===== config.mk =====
export PLATFORM = sky130hd
export DESIGN_NAME = hazard_ctrl
export DESIGN_NICKNAME = d
export VERILOG_FILES = /design/src/rtl/hazard_ctrl.sv
export SDC_FILE = /design/constraint.sdc
export NUM_CORES = 1
export LEC_CHECK = 0
export CORE_UTILIZATION = 49
export CTS_BUF_LIST = sky130_fd_sc_hd__clkbuf_16
export DETAILED_ROUTE_END_ITERATION = 8
export GPL_TIMING_DRIVEN = 0
export PLACE_DENSITY = 0.81
export SLEW_MARGIN = 20
export SYNTH_ARGS = -nofsm -noshare
export SYNTH_HDL_FRONTEND = slang
export SYNTH_SLANG_ARGS = --single-unit

===== constraint.sdc =====
create_clock -name clk_i -period 2.8 [get_ports clk_i]
set_clock_uncertainty 0.2 [all_clocks]
set_input_delay 0.56 -clock clk_i [delete_from_list [all_inputs] [get_ports clk_i]]
set_output_delay 0.56 -clock clk_i [all_outputs]
set_load 0.02 [all_outputs]

===== src/rtl/hazard_ctrl.sv =====
// rtl/hazard_ctrl.sv - pipeline stall/flush/freeze sequencer for the 5-stage core
// Detects load-use and ID-branch operand hazards, freezes on data-memory busy, keeps stats.
module hazard_ctrl #(
   parameter int CNT_W       = 16,
   parameter int MEM_TIMEOUT = 255,
   parameter int TO_W        = 8
) (
   input  logic             clk_i,
   input  logic             rst_i,
   input  logic [4:0]       id_rs1_i,
   input  logic [4:0]       id_rs2_i,
   input  logic             id_uses_rs2_i,
   input  logic             id_is_branch_i,
   input  logic             id_branch_taken_i,
   input  logic             idex_memread_i,
   input  logic             idex_regwrite_i,
   input  logic [4:0]       idex_rd_i,
   input  logic             mem_stall_i,
   output logic             pc_write_o,
   output logic             ifid_write_o,
   output logic             ifid_flush_o,
   output logic             idex_stall_o,
   output logic             idex_bubble_o,
   output logic             exmem_stall_o,
   output logic             memwb_bubble_o,
   output logic [1:0]       state_o,
   output logic [CNT_W-1:0] stall_cnt_o,
   output logic [CNT_W-1:0] flush_cnt_o,
   output logic             timeout_o
);

   typedef enum logic [1:0] {
      RUN      = 2'd0,
      BR_STALL = 2'd1,
      MEM_WAIT = 2'd2,
      ERR      = 2'd3
   } state_t;

   state_t            state_q, state_d;
   state_t            ret_q, ret_d;
   logic [TO_W-1:0]   wait_cnt_q, wait_cnt_d;
   logic [CNT_W-1:0]  stall_cnt_q, stall_cnt_d;
   logic [CNT_W-1:0]  flush_cnt_q, flush_cnt_d;

   logic match1, match2, m, lu, bh;
   logic freeze, stall;

   assign match1 = (idex_rd_i != 5'd0) && (idex_rd_i == id_rs1_i);
   assign match2 = (idex_rd_i != 5'd0) && id_uses_rs2_i && (idex_rd_i == id_rs2_i);
   assign m      = match1 || match2;
   assign lu     = idex_memread_i && m;
   assign bh     = id_is_branch_i && idex_regwrite_i && !idex_memread_i && m;

   always_comb begin
      state_d        = state_q;
      ret_d          = ret_q;
      wait_cnt_d     = wait_cnt_q;
      freeze         = 1'b0;
      stall          = 1'b0;
      pc_write_o     = 1'b1;
      ifid_write_o   = 1'b1;
      ifid_flush_o   = 1'b0;
      idex_stall_o   = 1'b0;
      idex_bubble_o  = 1'b0;
      exmem_stall_o  = 1'b0;
      memwb_bubble_o = 1'b0;

      case (state_q)
         RUN, BR_STALL: begin
            if (mem_stall_i) begin
               freeze     = 1'b1;
               ret_d      = state_q;
               state_d    = MEM_WAIT;
               wait_cnt_d = TO_W'(1);
            end else if (state_q == BR_STALL) begin
               stall   = 1'b1;
               state_d = RUN;
            end else if (lu && id_is_branch_i) begin
               stall   = 1'b1;
               state_d = BR_STALL;
            end else if (lu || bh) begin
               stall = 1'b1;
            end else if (id_branch_taken_i) begin
               ifid_flush_o = 1'b1;
            end
         end
         MEM_WAIT: begin
            freeze = 1'b1;
            if (!mem_stall_i) begin
               state_d    = ret_q;
               wait_cnt_d = '0;
            end else if (wait_cnt_q == TO_W'(MEM_TIMEOUT)) begin
               state_d = ERR;
            end else begin
               wait_cnt_d = wait_cnt_q + TO_W'(1);
            end
         end
         default: freeze = 1'b1;
      endcase

      // Freeze wins over a bubble; the two never coexist so idex_stall/idex_bubble stay exclusive.
      if (freeze) begin
         pc_write_o     = 1'b0;
         ifid_write_o   = 1'b0;
         idex_stall_o   = 1'b1;
         exmem_stall_o  = 1'b1;
         memwb_bubble_o = 1'b1;
      end else if (stall) begin
         pc_write_o    = 1'b0;
         ifid_write_o  = 1'b0;
         idex_bubble_o = 1'b1;
      end

      stall_cnt_d = stall_cnt_q;
      flush_cnt_d = flush_cnt_q;
      if (!pc_write_o && (stall_cnt_q != '1)) stall_cnt_d = stall_cnt_q + CNT_W'(1);
      if (ifid_flush_o && (flush_cnt_q != '1)) flush_cnt_d = flush_cnt_q + CNT_W'(1);
   end

   always_ff @(posedge clk_i or negedge rst_i) begin
      if (!rst_i) begin
         state_q     <= RUN;
         ret_q       <= RUN;
         wait_cnt_q  <= '0;
         stall_cnt_q <= '0;
         flush_cnt_q <= '0;
      end else begin
         state_q     <= state_d;
         ret_q       <= ret_d;
         wait_cnt_q  <= wait_cnt_d;
         stall_cnt_q <= stall_cnt_d;
         flush_cnt_q <= flush_cnt_d;
      end
   end

   assign state_o     = state_q;
   assign stall_cnt_o = stall_cnt_q;
   assign flush_cnt_o = flush_cnt_q;
   assign timeout_o   = (state_q == ERR);

endmodule


# After elaboration in Yosys (flattened, before gate mapping)

Index checks and enable logic that the tools add are counted.

Register bits after elaboration: 44
Output and inout port bits: 42
Word-level logic and storage cells: 69
Input port bits: 23

Add/sub/neg operators: 3
Reductions and logical operators: 21
Eq/ne operators: 12
Multiplexer cells: 28

Operator list:

| kind                                                                   | count |
|---|---|
| 16-bit by 1-bit adder with 16-bit output (second input constant)       | 2 |
| 16-bit inequality test (second input constant)                         | 2 |
| 8-bit two-way mux                                                      | 3 |
| 1-bit two-way mux                                                      | 18 |
| 8-bit case mux with 2 select lines                                     | 1 |
| 5-bit equality test                                                    | 2 |
| 1-bit logical AND                                                      | 10 |
| 2-bit two-way mux                                                      | 5 |
| 8-bit by 1-bit adder with 8-bit output (second input constant)         | 1 |
| 8-bit equality test (second input constant)                            | 1 |
| 3-bit inequality test (second input constant)                          | 2 |
| 3-bit AND reduction                                                    | 2 |
| 5-bit nonzero test                                                     | 1 |
| 2-bit equality test (second input constant)                            | 2 |
| 4-bit inequality test (second input constant)                          | 1 |
| 2-bit case mux with 2 select lines                                     | 1 |
| 2-bit by 1-bit equality test with 1-bit output (second input constant) | 1 |
| 1-bit logical NOT                                                      | 2 |
| 2-bit logical NOT                                                      | 1 |
| 1-bit logical OR                                                       | 2 |
| 2-bit inequality test (second input constant)                          | 1 |
| 2-bit AND reduction                                                    | 1 |
| 2-bit nonzero test                                                     | 1 |
| 2-bit OR reduction                                                     | 1 |

# Depth between registers and ports, before layout

Word-level depth: 15
Mapped depth: 9
Depth with buffers taken out: 7

# Worst setup path before layout

Ideal clock, no wire load.

Path kind: input port to output port
Start: input port mem_stall_i
End: output port pc_write_o
Required time: 2040 ps
Arrival: 1798 ps
Path slack: 242 ps
Cell stages on the path: 5
Buffers on the path: 2
Cell sequence: nor2_1 > inv_1 > a211oi_4 > buf_6 > buf_4

Word-level cells in the longest chain between the ends: 4
Elaborated cells on any way between the ends: 6
Classes of those cells: mux: 6

RTL lines:

| item                  | RTL line | source |
|---|---|---|
| start: declaration    | 18       | `input logic mem_stall_i,` |
| 1-bit two-way mux     | 70       | `if (mem_stall_i) begin` |
| 1-bit two-way mux     | 68       | `case (state_q)` |
| 1-bit two-way mux     | n/a      |  |
| 1-bit two-way mux (*) | n/a      |  |
| end: declaration      | 19       | `output logic pc_write_o,` |

Mark *: on every way between the ends. The rest lies on a longest branch, timed or not.

# Worst setup path in the final report

Start: input port id_is_branch_i
End: output port pc_write_o

Word-level cells in the longest chain between the ends: 11
Elaborated cells on any way between the ends: 12
Classes of those cells: mux: 7; reduce/logical: 5

RTL lines:

| item                           | RTL line | source |
|---|---|---|
| start: declaration             | 13       | `input logic id_is_branch_i,` |
| 1-bit logical AND (3 in a row) | 52       | `assign bh = id_is_branch_i && idex_regwrite_i && !idex_memread_i && m;` |
| 1-bit logical OR               | 81       | `end else if (lu \|\| bh) begin` |
| 1-bit two-way mux              | 81       |  |
| 1-bit two-way mux (*)          | 78       | `end else if (lu && id_is_branch_i) begin` |
| 1-bit two-way mux (*)          | 75       | `end else if (state_q == BR_STALL) begin` |
| 1-bit two-way mux (*)          | 70       |  |
| 1-bit two-way mux (*)          | 68       |  |
| 1-bit two-way mux (*)          | 108      | `end else if (stall) begin` |
| 1-bit two-way mux (*)          | 102      | `if (freeze) begin` |

Marked as above.

==> results.toml <==
[cts]
cts_tree = "built"
htreeDepth = 2
cts_buffers = 5
clock_path_buffers = 2
clock_sinks = 44
cts_root_buf = "clkbuf_16"
cts_hold_buffers = 0
clk_pin_slew_ns = 0.06
clk_latency_ns = 0.29

[placed_design]
dp_cells = 376
dp_hpwl_um = 3970
routabilityCongestion = 0.798
portBuffers = 64

[setup_path]
crit_path_end_kind = "output port"
crit_buf_inv = 3
worst-path-max-fanout = 6
crit_required_ns = 2.04
crit_family = "compound AO/OA/AOI/OAI gates"
crit_path_cell_trace = "clkdlybuf4s50_1, a21oi_1, a21oi_2, a211oi_4, buf_4, buf_6"
worstSetupPathType = "input pin to output port"
slowest_delay_ns = 0.42
worst_path_max_delay_cell = "clkdlybuf4s50_1"
start_kind = "input pin"
arrival_ns = 1.97

[power]
peakVddDrop_uv = 508
seq_power_share_pct = 40.7
p_comb_share_pct = 33.0
total_power_mw = 2.19
p_leak_nw = 1.49
swShare_pct = 34.0
p_clk_share_pct = 26.3
p_int_mw = 1.44
p_switching_uw = 743
pwr_density_cell_nw_per_um2 = 643

[layout]
antennaDiodeCount = 0
final_cells = 391
multi_input_area_um2 = 1290
register_area_um2 = 1100
drive_gt1_share_pct = 15.4
nNetsFinal = 349
areaGrowthSynthToFinish_pct = 39.5
nFillCells = 378
post-route-util_pct = 71.5

[timing]
tightest_slew_ns = 0.662
setup_viol = 0
rsz0062_at_grt = "yes"
setup-tns-final_ns = 0
period_needed_ns = 2.73
fin_crit_sh_pct = 97.5
holdWs_ns = 0.0314
finalHoldViolations = 0
slew_headroom_pct = 55.5
fmax_mhz = 366
final-max-slew-violation-count = 0

[logic_synthesis]
ys_ff_latch = 44
ys_types = 41
yosysMostFrequentCell = "dfrtp_1"
syn_area_um2 = 2440
synth_top_area_share_pct = 45.2
synth_warnings = 0
synthArstFlopShare_pct = 100
synthCells = 244
synth_nets = 270
synth_flop_cell = "dfrtp_1"
avgSynthCellArea_um2 = 9.99
synthTopCellsByCount = "dfrtp_1, nand2_1, xnor2_1"
yosys-top-cells-area = "dfrtp_1, xnor2_1, xor2_1, nand2_1, and3_1"
synth_edf_count = 0
synth-seq-area-share_pct = 45.2
yosys.area.top_type = "dfrtp_1"

[drt]
drt_iter0_drc = 116
drc = 0
dr.max_layer_used = "met4"
postRouteAntennaNets = 0
dr_wl_met2_um = 2790
first_pass_iters = 4
wl_per_cell_um = 14.5
vias_per_cell = 5.33
drt-total-wl_um = 5670
wl_met3_um = 210
wl_met1_um = 2600
vias = 2085

[floorplan]
start_util_pct = 51.3
die_h_um = 72.5
die-area_um2 = 5260
fp.dieW_um = 72.5
fp-row-count = 25
coreArea_um2 = 4750
io_pins = 65

[global_routing]
grt_max_degree = 25
grt_pass1_vias = 1984
grt.total_usage_pct = 23.4
grt_overflow = 0
grt_pass1_wl_um = 9390
antenna_found_initial = 0

[status]
status = "finished clean"

[run]
cap_viol_max_count = 0

[hold_path]
hold_class = "input pin to asynchronous set/reset pin"
-- worst register-to-register path, cell delays in order (launching register included) --
cell and delay (ns):
dfrtp_1 0.42, ha_1 0.23, and3_1 0.19, and3_1 0.18, clkbuf_1 0.15, and3_1 0.23
a211oi_4 0.28, buf_2 0.29, nand4_1 0.16, xnor2_1 0.15
-- through the flow --
| stage | setup slack [ns] | area, µm² |
|---|---|---|
| after floorplan | 0.242 | 2440 |
| after global placement | -1.09 | 3160 |
| after detailed placement | -1.10 | 3190 |
| after CTS | -0.0140 | 3380 |
| after global routing | -0.0205 | 3400 |
| final | 0.0703 | 3400 |
-- final timing paths --
path	from	endpoint	slack, ns	depth (start not counted)
worst max register to register	flush_cnt_o[0]	flush_cnt_o[14]	0.20	9
worst max-delay path	id_is_branch_i	pc_write_o	0.07	6
worst min-delay path	rst_i	wait_cnt_q[2]	0.03	1
max in group asynchronous	rst_i	stall_cnt_o[4]	1.87	2
min in group clk_i	stall_cnt_o[15]	stall_cnt_o[15]	0.29	1
worst min register to register	stall_cnt_o[15]	stall_cnt_o[15]	0.29	1
-- sequential cells by signal, summed over array words and instances, names as in the netlist --
name         count
ret_q            2
state_o          2
flush_cnt_o     16
wait_cnt_q       8
stall_cnt_o     16
-- power groups by stage --
stage / Sequential [mW] / Combinational [mW] / Clock [mW]
2_1_floorplan: 0.997 / 0.272 / 0
5_1_grt: 0.909 / 0.783 / 0.613
6_report: 0.889 / 0.721 / 0.575
3_5_place_dp: 0.897 / 0.717 / 0
3_3_place_gp: 0.893 / 0.700 / 0
4_1_cts: 0.889 / 0.726 / 0.591
-- layout by cell type, fill, tap and decap left out, types with 2 or more instances in the layout --
cell / count
and3_1: 14
buf_4: 12
dlygate4sd2_1: 13
nor2b_1: 3
nand4_1: 9
xor2_2: 2
a21oi_2: 2
nor2_1: 14
a21oi_1: 2
clkbuf_16: 5
nand2_1: 29
clkdlybuf4s50_1: 41
o31ai_1: 5
mux2_2: 4
a211oi_4: 2
dfrtp_1: 44
nor3_1: 4
xnor2_1: 21
clkbuf_1: 4
buf_2: 5
ha_1: 3
nand3_1: 10
mux2i_1: 3
clkbuf_2: 3
o21ai_0: 14
nor4_2: 5
xor2_1: 14
dlymetal6s2s_1: 4
nor4_1: 3
inv_1: 4
nor4b_1: 3
clkinvlp_4: 2
-- kinds of logic after synthesis --
family	share of synthesized area, %
AO/OA/AOI/OAI	9.75
multiplexers	3.54
XOR/XNOR	13.3
AND/OR/NAND/NOR	23.2
flip-flops	45.2
buffers and inverters	3.49
adder cells (fa/ha/maj)	1.54
-- what timing repair did --
item / in CTS / in global routing
buffers inserted: 7 / 1
pin swaps: 6 / 10
setup endpoints to repair: 10 / 6
resized for setup: 41 / 9
-- metal layers --
metal / GRT usage [%] / vias to the layer above
met3: 5.14 / 6
met5: 0 / -
met1: 31.6 / 1019
li1: - / 1012
met2: 38.0 / 48
met4: 6.97 / 0
-- area by class of cell --
cell class                      instances  share of cell area [%]
Buffer                                 11                    1.69
Clock buffer                            5                    3.68
Clock inverter                          3                   0.552
Inverter                                5                   0.552
Multi-Input combinational cell        183                    38.1
Sequential cell                        44                    32.4
Tap cell                               67                    2.47
Timing Repair Buffer                   73                    20.6
Note: power is estimated with default switching activity, not from simulation.
